`src/rtl/delay_sequencer_pkg.sv`:
```
// -----------------------------------------------------------------------------
// delay_sequencer_pkg
//   Shared definitions for the delay sequencer and its command FIFO.
//   Contents:
//     S_IDLE/S_LOAD/S_ARM/S_WAIT : 2-bit FSM state encodings
//     state_is_busy()            : decodes the externally visible busy flag
//   The optional abort feature of the top level is enabled by defining
//   DELAY_SEQUENCER_ABORT_EN.
// -----------------------------------------------------------------------------
package delay_sequencer_pkg;

  localparam int STATE_W = 2;

  localparam logic [1:0] S_IDLE = 2'd0;  // nothing queued, waiting for a push
  localparam logic [1:0] S_LOAD = 2'd1;  // pop head, latch data/count
  localparam logic [1:0] S_ARM  = 2'd2;  // tm_put strobe is on the bus
  localparam logic [1:0] S_WAIT = 2'd3;  // waiting for the timer to expire

  // Busy is simply "not idle"; kept here so every user decodes it the same way.
  function automatic logic state_is_busy(input logic [1:0] st);
    return (st != S_IDLE);
  endfunction

endpackage

```
`src/rtl/delay_sequencer_fifo.sv`:
```
// -----------------------------------------------------------------------------
// seq_fifo
//   Synchronous command FIFO for delay_sequencer. 2**A entries of WIDTH bits.
//   Pointers carry one extra wrap bit so that full and empty are told apart
//   without a separate occupancy counter.
// Ports
//   clk      in   1      clock, rising edge
//   rst      in   1      asynchronous active-high reset, empties the FIFO
//   i_flush  in   1      synchronous flush; wins over a same-cycle push/pop
//   i_push   in   1      write strobe, ignored while o_full
//   i_wdata  in   WIDTH  write data
//   i_pop    in   1      read strobe, ignored while o_empty
//   o_rdata  out  WIDTH  head entry (valid while o_empty is low)
//   o_full   out  1      all 2**A entries occupied
//   o_empty  out  1      no entries
// -----------------------------------------------------------------------------
module seq_fifo
  import delay_sequencer_pkg::*;
#(
  parameter int WIDTH = 16,
  parameter int A     = 2
) (
  input  logic             clk,
  input  logic             rst,
  input  logic             i_flush,
  input  logic             i_push,
  input  logic [WIDTH-1:0] i_wdata,
  input  logic             i_pop,
  output logic [WIDTH-1:0] o_rdata,
  output logic             o_full,
  output logic             o_empty
);

  localparam int DEPTH = 2 ** A;

  logic [A:0]       r_wr_ptr;
  logic [A:0]       r_rd_ptr;
  logic [WIDTH-1:0] r_mem [DEPTH];

  logic w_push_ok;
  logic w_pop_ok;

  // Full/empty come straight from the pointer registers, so they reflect the
  // state before the edge: a push while full is dropped even if a pop happens
  // in the same cycle.
  assign o_empty   = (r_wr_ptr == r_rd_ptr);
  assign o_full    = (r_wr_ptr[A-1:0] == r_rd_ptr[A-1:0]) &&
                     (r_wr_ptr[A] != r_rd_ptr[A]);
  assign w_push_ok = i_push & ~o_full & ~i_flush;
  assign w_pop_ok  = i_pop & ~o_empty & ~i_flush;
  assign o_rdata   = r_mem[r_rd_ptr[A-1:0]];

  // Pointer update; a flush collapses both pointers back to zero.
  always_ff @(posedge clk or posedge rst) begin
    if (rst) begin
      r_wr_ptr <= '0;
      r_rd_ptr <= '0;
    end else if (i_flush) begin
      r_wr_ptr <= '0;
      r_rd_ptr <= '0;
    end else begin
      if (w_push_ok) begin
        r_wr_ptr <= r_wr_ptr + {{A{1'b0}}, 1'b1};
      end
      if (w_pop_ok) begin
        r_rd_ptr <= r_rd_ptr + {{A{1'b0}}, 1'b1};
      end
    end
  end

  // Storage array; contents are only read when non-empty, so no reset needed.
  always_ff @(posedge clk) begin
    if (w_push_ok) begin
      r_mem[r_wr_ptr[A-1:0]] <= i_wdata;
    end
  end

endmodule

```
`src/rtl/delay_sequencer.sv`:
```
// -----------------------------------------------------------------------------
// delay_sequencer
//   Upstream feeder for a timeout counter. Queues (count, data) steps in a
//   small FIFO; for each step it shows data on out_data, pulses tm_put for one
//   cycle with tm_count = count, then waits for the timer to report expiry
//   (tm_full low) before starting the next step. A step of count N lasts
//   N + 3 clocks (LOAD, ARM, final WAIT cycle); consecutive steps run with no
//   IDLE gap.
// Parameters
//   W  width of the count field (matches the timeout counter)
//   D  width of the data pattern
//   A  log2 of the FIFO depth
// Ports
//   clock     in   1  system clock, rising edge
//   reset     in   1  asynchronous active-high; clears FIFO, FSM and outputs
//   in_count  in   W  step duration in clocks
//   in_data   in   D  step output pattern
//   in_put    in   1  push strobe (one entry per cycle while in_full low)
//   in_full   out  1  FIFO full; pushes are dropped
//   out_data  out  D  pattern of the current/last step, held after drain
//   tm_count  out  W  count for the timer, valid while tm_put high
//   tm_put    out  1  one-cycle load strobe to the timer
//   tm_full   in   1  timer busy; low means expired/idle
//   busy      out  1  high in every state except IDLE
//   abort     in   1  only with DELAY_SEQUENCER_ABORT_EN: flushes the FIFO and
//                     forces IDLE; out_data keeps its value
// Configuration macro: DELAY_SEQUENCER_ABORT_EN
// -----------------------------------------------------------------------------
module delay_sequencer
  import delay_sequencer_pkg::*;
#(
  parameter int W = 8,
  parameter int D = 8,
  parameter int A = 2
) (
  input  logic         clock,
  input  logic         reset,
  input  logic [W-1:0] in_count,
  input  logic [D-1:0] in_data,
  input  logic         in_put,
  output logic         in_full,
  output logic [D-1:0] out_data,
  output logic [W-1:0] tm_count,
  output logic         tm_put,
  input  logic         tm_full,
  output logic         busy
`ifdef DELAY_SEQUENCER_ABORT_EN
  ,
  input  logic         abort
`endif
);

  logic [STATE_W-1:0] r_state;
  logic [STATE_W-1:0] w_state_nxt;
  logic [D-1:0]       r_data;
  logic [W-1:0]       r_count;
  logic               r_put;
  logic               r_busy;

  logic               w_abort;
  logic               w_load;
  logic               w_fifo_empty;
  logic [W+D-1:0]     w_head;
  logic [W-1:0]       w_head_count;
  logic [D-1:0]       w_head_data;

`ifdef DELAY_SEQUENCER_ABORT_EN
  assign w_abort = abort;
`else
  assign w_abort = 1'b0;
`endif

  // Entries are packed {count, data} with count in the upper bits.
  assign w_head_count = w_head[W+D-1:D];
  assign w_head_data  = w_head[D-1:0];

  // LOAD is the only state that consumes an entry; an abort in the same cycle
  // discards it together with the rest of the queue.
  assign w_load = (r_state == S_LOAD) && !w_abort;

  seq_fifo #(
    .WIDTH (W + D),
    .A     (A)
  ) u_fifo (
    .clk     (clock),
    .rst     (reset),
    .i_flush (w_abort),
    .i_push  (in_put),
    .i_wdata ({in_count, in_data}),
    .i_pop   (w_load),
    .o_rdata (w_head),
    .o_full  (in_full),
    .o_empty (w_fifo_empty)
  );

  // Next-state logic. tm_full is ignored outside WAIT: during ARM the timer has
  // not yet seen the strobe, and in IDLE a foreign load must not start a step.
  always_comb begin
    w_state_nxt = r_state;
    if (w_abort) begin
      w_state_nxt = S_IDLE;
    end else begin
      case (r_state)
        S_IDLE: begin
          if (!w_fifo_empty) begin
            w_state_nxt = S_LOAD;
          end else begin
            w_state_nxt = S_IDLE;
          end
        end
        S_LOAD: w_state_nxt = S_ARM;
        S_ARM:  w_state_nxt = S_WAIT;
        S_WAIT: begin
          if (tm_full) begin
            w_state_nxt = S_WAIT;
          end else if (!w_fifo_empty) begin
            w_state_nxt = S_LOAD;
          end else begin
            w_state_nxt = S_IDLE;
          end
        end
        default: w_state_nxt = S_IDLE;
      endcase
    end
  end

  // State and output registers; out_data/tm_count only change on a load.
  always_ff @(posedge clock or posedge reset) begin
    if (reset) begin
      r_state <= S_IDLE;
      r_data  <= '0;
      r_count <= '0;
      r_put   <= 1'b0;
      r_busy  <= 1'b0;
    end else begin
      r_state <= w_state_nxt;
      r_busy  <= state_is_busy(w_state_nxt);
      r_put   <= w_load;
      if (w_load) begin
        r_data  <= w_head_data;
        r_count <= w_head_count;
      end
    end
  end

  assign out_data = r_data;
  assign tm_count = r_count;
  assign tm_put   = r_put;
  assign busy     = r_busy;

endmodule
```
`config.mk`:
```
export PLATFORM = sky130hd
export DESIGN_NAME = delay_sequencer
export DESIGN_NICKNAME = d
export VERILOG_FILES = /design/src/rtl/delay_sequencer_pkg.sv /design/src/rtl/delay_sequencer_fifo.sv /design/src/rtl/delay_sequencer.sv
export SDC_FILE = /design/constraint.sdc
export NUM_CORES = 1
export LEC_CHECK = 0
export CAP_MARGIN = 15
export CORE_ASPECT_RATIO = 1.4
export CORE_UTILIZATION = 50
export CTS_BUF_LIST = sky130_fd_sc_hd__clkbuf_8
export DETAILED_ROUTE_END_ITERATION = 12
export MAX_ROUTING_LAYER = met4
export PLACE_DENSITY = 0.69
export SETUP_SLACK_MARGIN = 0.3
export SLEW_MARGIN = 30
export SYNTH_ARGS = -nofsm -noshare
export SYNTH_HDL_FRONTEND = slang
export SYNTH_SLANG_ARGS = --single-unit
```
`constraint.sdc`:
```
create_clock -name clock -period 3.4 [get_ports clock]
set_clock_uncertainty 0.05 [all_clocks]
set_input_delay 0.68 -clock clock [delete_from_list [all_inputs] [get_ports clock]]
set_output_delay 0.68 -clock clock [all_outputs]
set_load 0.01 [all_outputs]
```
Word-level counts from Yosys, hierarchy flattened
Memories as Yosys holds them, arrays and structs flattened. A register that Yosys moved wholly into a read port is not among the register bits.
Cells that the tools add are included.

word-level totals
  bits of input ports = 20
  word-level logic and storage cells = 26
  bits in writable memories = 64
  bits in registers = 10
  output and inout bits = 19
  memories = 1

memory list
  name          depth  width  rd ports  clocked after Yosys merged registers in  write ports  line                        RTL
  u_fifo.r_mem  4      16     1         1                                        1            delay_sequencer_fifo.sv:38  logic [WIDTH-1:0] r_mem [DEPTH];

operators by class
  equality and inequality tests = 6
  multiplexer cells = 5
  reductions and logical operators = 3
  add/sub/neg operators = 2
  bitwise gates (word level) = 4

operators by type and width
  operator                                             count
  case mux 2 bit (4 select lines)                      1
  adder 3 x 1 -> 3 bit, second input constant          2
  equality test 2 bit, second input constant           2
  equality test 3 bit                                  1
  two-way mux 1 bit                                    3
  AND 1 bit                                            2
  equality test 2 x 1 -> 1 bit, second input constant  1
  equality test 2 bit                                  1
  logical NOT 2 bit                                    1
  two-way mux 2 bit                                    1
  NOT 1 bit                                            2
  nonzero test 2 bit                                   1
  logical AND 1 bit                                    1
  != test 1 bit                                        1

Longest topological paths before layout
Gate-level depths: netlist of run 1.

  word-level depth = 6
  mapped depth = 4
  gate-level depth less buffers = 3

Hierarchy
A second synthesis of run 1 with hierarchy kept.

unflattened totals
  cell total of the unflattened synthesis = 195
  area, all modules = 3663.5 um2

modules (own cells, without submodules)
  module           area each (um2)  seq. area each (um2)  cells each  instances
  seq_fifo         2856.5           2072.0                147         1
  delay_sequencer  807.0            500.5                 48          1

Worst setup path before layout of run 1
OpenSTA, ideal clock, no wires.

  path type = register -> register
  start = register u_fifo.r_rd_ptr[0]
  end = memory u_fifo.r_mem[0][0] (enable)
  data arrival time = 1.429 ns
  buffers on the path = 1
  clock period less this slack = 1.852 ns
  path slack = 1.548 ns
  cell stages (with the launch flop) = 5
  data required time = 2.976 ns
  cell sequence = dfrtp_1 buf_6 xor2_4 o31a_4 and2_1

between the ends
  word-level cells in the longest chain between the ends = 6

ends and longest elaborated chain
  element                                  line                        RTL
  start: declaration                       delay_sequencer_fifo.sv:37  logic [A:0] r_rd_ptr;
  start signal: assignment                 delay_sequencer_fifo.sv:66  r_rd_ptr <= r_rd_ptr + {{A{1'b0}}, 1'b1};
  equality test 2 bit                      delay_sequencer_fifo.sv:47  assign o_full = (r_wr_ptr[A-1:0] == r_rd_ptr[A-1:0]) &&
  logical AND 1 bit                        delay_sequencer_fifo.sv:47
  NOT 1 bit                                delay_sequencer_fifo.sv:49  assign w_push_ok = i_push & ~o_full & ~i_flush;
  AND 1 bit                                delay_sequencer_fifo.sv:49
  two-way mux 1 bit                        delay_sequencer_fifo.sv:73  if (w_push_ok) begin
  two-way mux 1 bit (not written as such)  delay_sequencer_fifo.sv:74  r_mem[r_wr_ptr[A-1:0]] <= i_wdata;
  end: declaration                         delay_sequencer_fifo.sv:38

No other way between the ends.

Worst setup path after layout of run 1
  start = register u_fifo.r_wr_ptr[1]
  end = output port in_full

between the ends
  word-level cells in the longest chain between the ends = 2

ends and longest elaborated chain
  element                   line                        RTL
  start: declaration        delay_sequencer_fifo.sv:36  logic [A:0] r_wr_ptr;
  start signal: assignment  delay_sequencer_fifo.sv:63  r_wr_ptr <= r_wr_ptr + {{A{1'b0}}, 1'b1};
  equality test 2 bit       delay_sequencer_fifo.sv:47
  logical AND 1 bit         delay_sequencer_fifo.sv:47
  end: declaration          delay_sequencer.sv:41       output logic in_full,

No other way between the ends.

==> reports/metrics.csv, run 1 <==
stage,metric,value,unit
outcome,status,completed,
floorplan,Die ar.,7480,sq um
yosys,syn nets,187,
detailed_routing,DRC,0,
timing,"Hold Violations, Final",0,
detailed_routing,TritonRoute pass-1 iters,4,
yosys,Post-Syn Area,3570,sq um
final_layout,layout cell share with drive strength beyond 1,23.4,%
timing,fmax,390,MHz
critical_path,r2r worst-path depth,3,
placement,# port buffers,38,
yosys,synth unique cells,25,
critical_path,Worst Setup Path Type,register to output pin,
floorplan,DIE WIDTH,73.4,microns
clocking,clock slew at reported path FFs,80,ps
critical_path,FF-to-FF End,u_fifo.r_mem[0][2]$_DFFE_PP_,
critical_path,flop2flop setup slack,1240,ps
timing,minimum clock period,2570,ps
power_and_ir_drop,leakage power,1.54,nW
timing,slew at the pin closest to its max-slew limit,895,ps
global_routing,global route overflow,0,
power_and_ir_drop,Max VDD drop,561,uV
yosys,Synth Warn #,0,
critical_path,crit path DAT,1840,ps
global_routing,first-pass GRT wire length,9.11,mm
final_layout,filler instances,521,
final_layout,Inserted Diodes,0,
global_routing,initial antenna violation count,0,
critical_path,CP Capture Type,output pin,
global_routing,gr usage total,18.1,%
timing,RSZ-0062 raised after global routing,no,
final_layout,FF/Latch Area,2570,sq um
timing,worst rel slew slack,40.3,%
global_routing,vias in the first global route,1742,
yosys,sequential cell area fraction in the yosys report,72.1,%
clocking,cts hold-fix bufs,0,
detailed_routing,post-route ant nets,0,
detailed_routing,drt wl/cell,18.5,microns
clocking,number of CTS-inserted buffers,9,
clocking,CTS tree,yes,
floorplan,io pins,39,
timing,Fin Setup TNS,0,ps
min_path,Hold Path Class,register to register,
clocking,Max clock buf depth,2,
floorplan,Core ar.,6940,sq um
clocking,H-tree depth,3,
min_path,HP Start,out_data[6]$_DFFE_PP0P_,
critical_path,CP Max Fanout,8,
min_path,Min-Delay Endpoint,out_data[6]$_DFFE_PP0P_,
critical_path,startpoint types,register,
clocking,Clk Tree Root Cell,clkbuf_8,
min_path,Hold Path Stages,1,
detailed_routing,initial drt markers,59,
timing,fin crit share,75.5,%
floorplan,row count,36,
clocking,worst skew pair latency,350,ps
final_layout,most frequent cells in the layout,"64 x edfxtp_1, 38 x clkdlybuf4s50_1, 26 x dfrtp_1",
detailed_routing,via count,1643,
timing,endpoints failing setup,0,
job,max_cap viols,0,
power_and_ir_drop,power per cell area,929,nW/um^2
placement,GPL Wtd Cong,0.720,
detailed_routing,final wirelength,5.72,mm
floorplan,die height,102,microns
floorplan,Initial Utilization,51.4,%
clocking,CTS Sinks,90,
final_layout,"commonest non-fill, non-tap cell in the layout",edfxtp_1,
final_layout,area occupied by multi-input gates,923,sq um
clocking,Resized cells post-CTS,0,
final_layout,Layout area overhead,19.8,%
power_and_ir_drop,Pwr Total,3.97,mW
final_layout,Final nets,234,
detailed_routing,vias per inst,5.32,
global_routing,pin count of the biggest net entering global routing,27,
yosys,Async SR Flop Fraction,28.9,%
yosys,Synth Area per Inst,22.0,sq um
timing,max-slew violations,0,
critical_path,Worst Path Required,2670,ps
clocking,Setup Buffers After CTS,0,
critical_path,r2r startpoint,u_fifo.r_wr_ptr[1]$_DFFE_PP0P_,
yosys,main flop type after synthesis,edfxtp_1,
yosys,post-synthesis register bit count,90,
yosys,Post-synth EDFFs,64,
placement,Post-DP HPWL,3.58,mm
yosys,cells after synthesis,162,
==> through the flow <==
stage	instance area, sq um	hold WS, ps	util, %	instances	setup slack [ps]
after floorplan	3570	435	-	162	1550
after global placement	4040	438	58.2	293	862
after detailed placement	4040	444	58.2	293	795
after CTS	4270	465	61.6	309	833
after global routing	4270	477	61.6	309	750
final	4270	464	61.6	309	834
==> area by class of cell <==
cell class              instances  share of cell area (%)
clock buffers                   9                    2.90
flip-flops and latches         90                    60.2
repair buffers                 42                    9.60
inverters                       4                   0.351
clock inverters                 7                    2.55
multi-input cells              62                    21.6
well taps                      95                    2.78
==> cells in the mapped netlist, types with 2 or more instances <==
| cell type | count | area share (%) |
|---|---|---|
| mux2_4 | 10 | 4.2 |
| nor3_1 | 2 | 0.28 |
| buf_2 | 3 | 0.42 |
| ha_1 | 5 | 1.8 |
| edfxtp_1 | 64 | 54 |
| nor4_1 | 2 | 0.35 |
| inv_1 | 4 | 0.42 |
| mux4_2 | 9 | 5.7 |
| mux2_2 | 8 | 2.5 |
| and2_1 | 3 | 0.53 |
| dfrtp_1 | 26 | 18 |
| mux4_1 | 7 | 5.2 |
| xnor2_1 | 5 | 1.2 |
| buf_6 | 2 | 0.63 |
| xor2_4 | 2 | 1.5 |
==> sequential cells by signal, indices dropped and copies added, names as in the netlist <==
name and count:
u_fifo.r_mem 64, out_data 8, tm_count 8, u_fifo.r_rd_ptr 3, u_fifo.r_wr_ptr 3, r_state 2
busy 1, tm_put 1
==> worst max-delay path by stage <==
stage,start,endpoint,slack [ps],cells past startpoint
2_1_floorplan,u_fifo.r_rd_ptr[0]$_DFFE_PP0P_,u_fifo.r_mem[0][0]$_DFFE_PP_,1550,4
3_5_place_dp,in_put,u_fifo.r_mem[0][7]$_DFFE_PP_,800,3
5_1_grt,u_fifo.r_wr_ptr[1]$_DFFE_PP0P_,in_full,750,3
6_report,u_fifo.r_wr_ptr[1]$_DFFE_PP0P_,in_full,830,3
3_3_place_gp,in_put,u_fifo.r_mem[0][5]$_DFFE_PP_,860,3
4_1_cts,u_fifo.r_wr_ptr[1]$_DFFE_PP0P_,in_full,830,3
==> kinds of logic after synthesis <==
| group | Yosys count | synth area share, % |
|---|---|---|
| AOI/OAI and AO/OA | 5 | 1.75 |
| xor gates and xnor gates | 8 | 3.02 |
| adders and majority gates | 5 | 1.75 |
| buffers and inverters | 10 | 2.03 |
| DFF | 90 | 72.1 |
| muxes | 34 | 17.6 |
| and+or+nand+nor | 10 | 1.72 |
==> critical path, cell delays in order (launching register included) <==
cell	delay, ps
dfrtp_1	490
xor2_4	230
nor3_1	210
clkdlybuf4s50_1	560
==> routing by layer <==
metal	global-route usage, %	vias to the layer above	wire length (microns)
li1	-	737	-
met1	21.9	862	2370
met2	29.3	32	3040
met3	2.96	12	194
met4	9.32	0	114
met5	-	-	0
==> power by group <==
part           total [mW]  switching, mW  leakage (nW)  internal (mW)
Sequential           1.70          0.159         0.887           1.54
Combinational        1.43          0.645         0.539          0.785
Clock               0.839          0.358         0.116          0.481
Power figures use the tool's default switching activity.
==> run 2: changes to the inputs <==
--- a/config.mk
+++ b/config.mk
@@ -11,7 +11,7 @@
 export CTS_BUF_LIST = sky130_fd_sc_hd__clkbuf_8
 export DETAILED_ROUTE_END_ITERATION = 12
 export MAX_ROUTING_LAYER = met4
-export PLACE_DENSITY = 0.69
+export PLACE_DENSITY = 0.72
 export SETUP_SLACK_MARGIN = 0.3
 export SLEW_MARGIN = 30
 export SYNTH_ARGS = -nofsm -noshare
==> constraint.sdc (replaced) <==
create_clock -name clock -period 2.3 [get_ports clock]
set_clock_uncertainty 0.05 [all_clocks]
set_input_delay 0.46 -clock clock [delete_from_list [all_inputs] [get_ports clock]]
set_output_delay 0.46 -clock clock [all_outputs]
set_load 0.01 [all_outputs]
==> reports/metrics.csv, run 2 (synthesis results as in run 1) <==
stage,metric,value,unit
outcome,status,completed,
timing,worst rel slew slack,57.3,%
power_and_ir_drop,Max VDD drop,601,uV
timing,RSZ-0062 raised after global routing,no,
clocking,Clk Tree Root Cell,clkbuf_8,
final_layout,most frequent cells in the layout,"64 x edfxtp_1, 37 x clkdlybuf4s50_1, 22 x dfrtp_1",
timing,fmax,539,MHz
detailed_routing,drt wl/cell,18.8,microns
critical_path,"Largest delay share family, worst path",flip-flops,
detailed_routing,vias per inst,5.24,
min_path,Hold Path Class,primary input to async pin,
power_and_ir_drop,leakage power,1.56,nW
global_routing,vias in the first global route,1777,
final_layout,filler instances,536,
global_routing,global route overflow,0,
power_and_ir_drop,power per cell area,1320,nW/um^2
critical_path,CP peak stage delay,450,ps
detailed_routing,DRC,0,
detailed_routing,initial drt markers,50,
floorplan,io pins,39,
final_layout,"commonest non-fill, non-tap cell in the layout",edfxtp_1,
final_layout,Layout area overhead,19.4,%
timing,Fin Setup TNS,0,ps
final_layout,Inserted Diodes,0,
final_layout,Final nets,240,
timing,slew at the pin closest to its max-slew limit,637,ps
placement,GPL Wtd Cong,0.776,
clocking,clock slew at reported path FFs,80,ps
detailed_routing,TritonRoute pass-1 iters,4,
detailed_routing,post-route ant nets,0,
timing,minimum clock period,1860,ps
floorplan,row count,36,
job,max_cap viols,0,
floorplan,die height,102,microns
global_routing,gr usage total,19.0,%
floorplan,DIE WIDTH,73.4,microns
clocking,CTS tree,yes,
critical_path,CP Capture Type,output pin,
clocking,CTS Sinks,90,
global_routing,first-pass GRT wire length,9.38,mm
floorplan,Die ar.,7480,sq um
placement,Post-DP HPWL,3.75,mm
critical_path,startpoint types,register,
final_layout,layout cell share with drive strength beyond 1,27.7,%
clocking,cts hold-fix bufs,0,
critical_path,number of buffers and inverters on the critical path,1,
critical_path,slowest cell on the critical path,dfrtp_2,
placement,placed cell areas,4070,sq um
detailed_routing,final wirelength,5.93,mm
timing,max-slew violations,0,
detailed_routing,via count,1650,
critical_path,crit-path cells,xor2_4 > nor3_2 > buf_2,
floorplan,Core ar.,6940,sq um
clocking,number of CTS-inserted buffers,9,
clocking,worst skew pair latency,350,ps
clocking,H-tree depth,3,
timing,"Hold Violations, Final",0,
critical_path,flop2flop setup slack,450,ps
placement,# port buffers,38,
floorplan,Initial Utilization,51.4,%
critical_path,Worst Path Required,1790,ps
global_routing,initial antenna violation count,0,
final_layout,max FFs per register,64,
critical_path,Worst Setup Path Type,register to output pin,
final_layout,Layout Cell Area excl Fill,4260,sq um
clocking,Max clock buf depth,2,
global_routing,pin count of the biggest net entering global routing,27,
critical_path,CP Max Fanout,8,
timing,fin crit share,80.7,%
critical_path,crit path DAT,1350,ps
timing,endpoints failing setup,0,
-- run 2: changes by cell type in the layout (fill, tap and decap cells not counted), moves of 2 or more --
cell | before | now
clkinv_1 | 2 | 0
buf_4 | 4 | 10
dfrtp_1 | 26 | 22
inv_1 | 5 | 9
dfrtp_2 | 0 | 4
bufinv_16 | 3 | 0
-- run 2: cell type report --
class / count / area (sq um) / share of cell area, %
timing repair buffer: 48 / 450 / 10.6
tap: 95 / 119 / 2.79
inverter: 4 / 15.0 / 0.353
multi-input combinational: 62 / 936 / 22.0
clock buffer: 10 / 138 / 3.23
clock inverter: 6 / 23.8 / 0.558
sequential: 90 / 2580 / 60.5
-- run 2: report_power, final --
group          internal, mW  switching (mW)  total [mW]  leakage, nW
combinational          1.21           0.979        2.19        0.578
sequential             2.28           0.251        2.53        0.883
clock                 0.401           0.493       0.894        0.102
-- run 2: worst min-delay path: cells and delay by family --
family	cells	cell delay [ps]
buf+inv	3	770
-- run 2: metal layers --
metal	part of all wire, %	wire length (microns)	vias to the layer above	global-route usage (%)
li1	-	-	748	-
met5	0	0	-	-
met4	2.2	133	0	9.76
met1	41	2440	861	21.7
met3	2.9	172	12	4.44
met2	54	3180	29	31.1
-- run 2: repair_timing --
| action | CTS | global route |
|---|---|---|
| setup buffers | 0 | 2 |
| resized for setup | 7 | 3 |
| endpoints found under the setup margin | 1 | 1 |
-- run 2: per-stage QoR --
stage                     power, mW  worst slack (ps)  instances  hold slack [ps]  utilization (%)
after global routing           5.94               382        315              462             61.4
after detailed placement       4.74               314        297              449             58.7
after CTS                      5.64               302        313              422             61.1
after global placement         4.62               370        297              439             58.7
final                          5.62               444        315              414             61.4
after floorplan                4.01               448        162              435                -
-- run 2: worst paths after layout --
path | end | start | cells after the start
max | in_full | u_fifo.r_rd_ptr[1]$_DFFE_PP0P_ | 3
min | out_data[3]$_DFFE_PP0P_ | reset | 3
max reg2reg | tm_count[0]$_DFFE_PP0P_ | u_fifo.r_rd_ptr[0]$_DFFE_PP0P_ | 3
min in group clock | tm_count[2]$_DFFE_PP0P_ | tm_count[2]$_DFFE_PP0P_ | 1
max in group asynchronous | u_fifo.r_wr_ptr[1]$_DFFE_PP0P_ | reset | 3
min reg2reg | tm_count[2]$_DFFE_PP0P_ | tm_count[2]$_DFFE_PP0P_ | 1
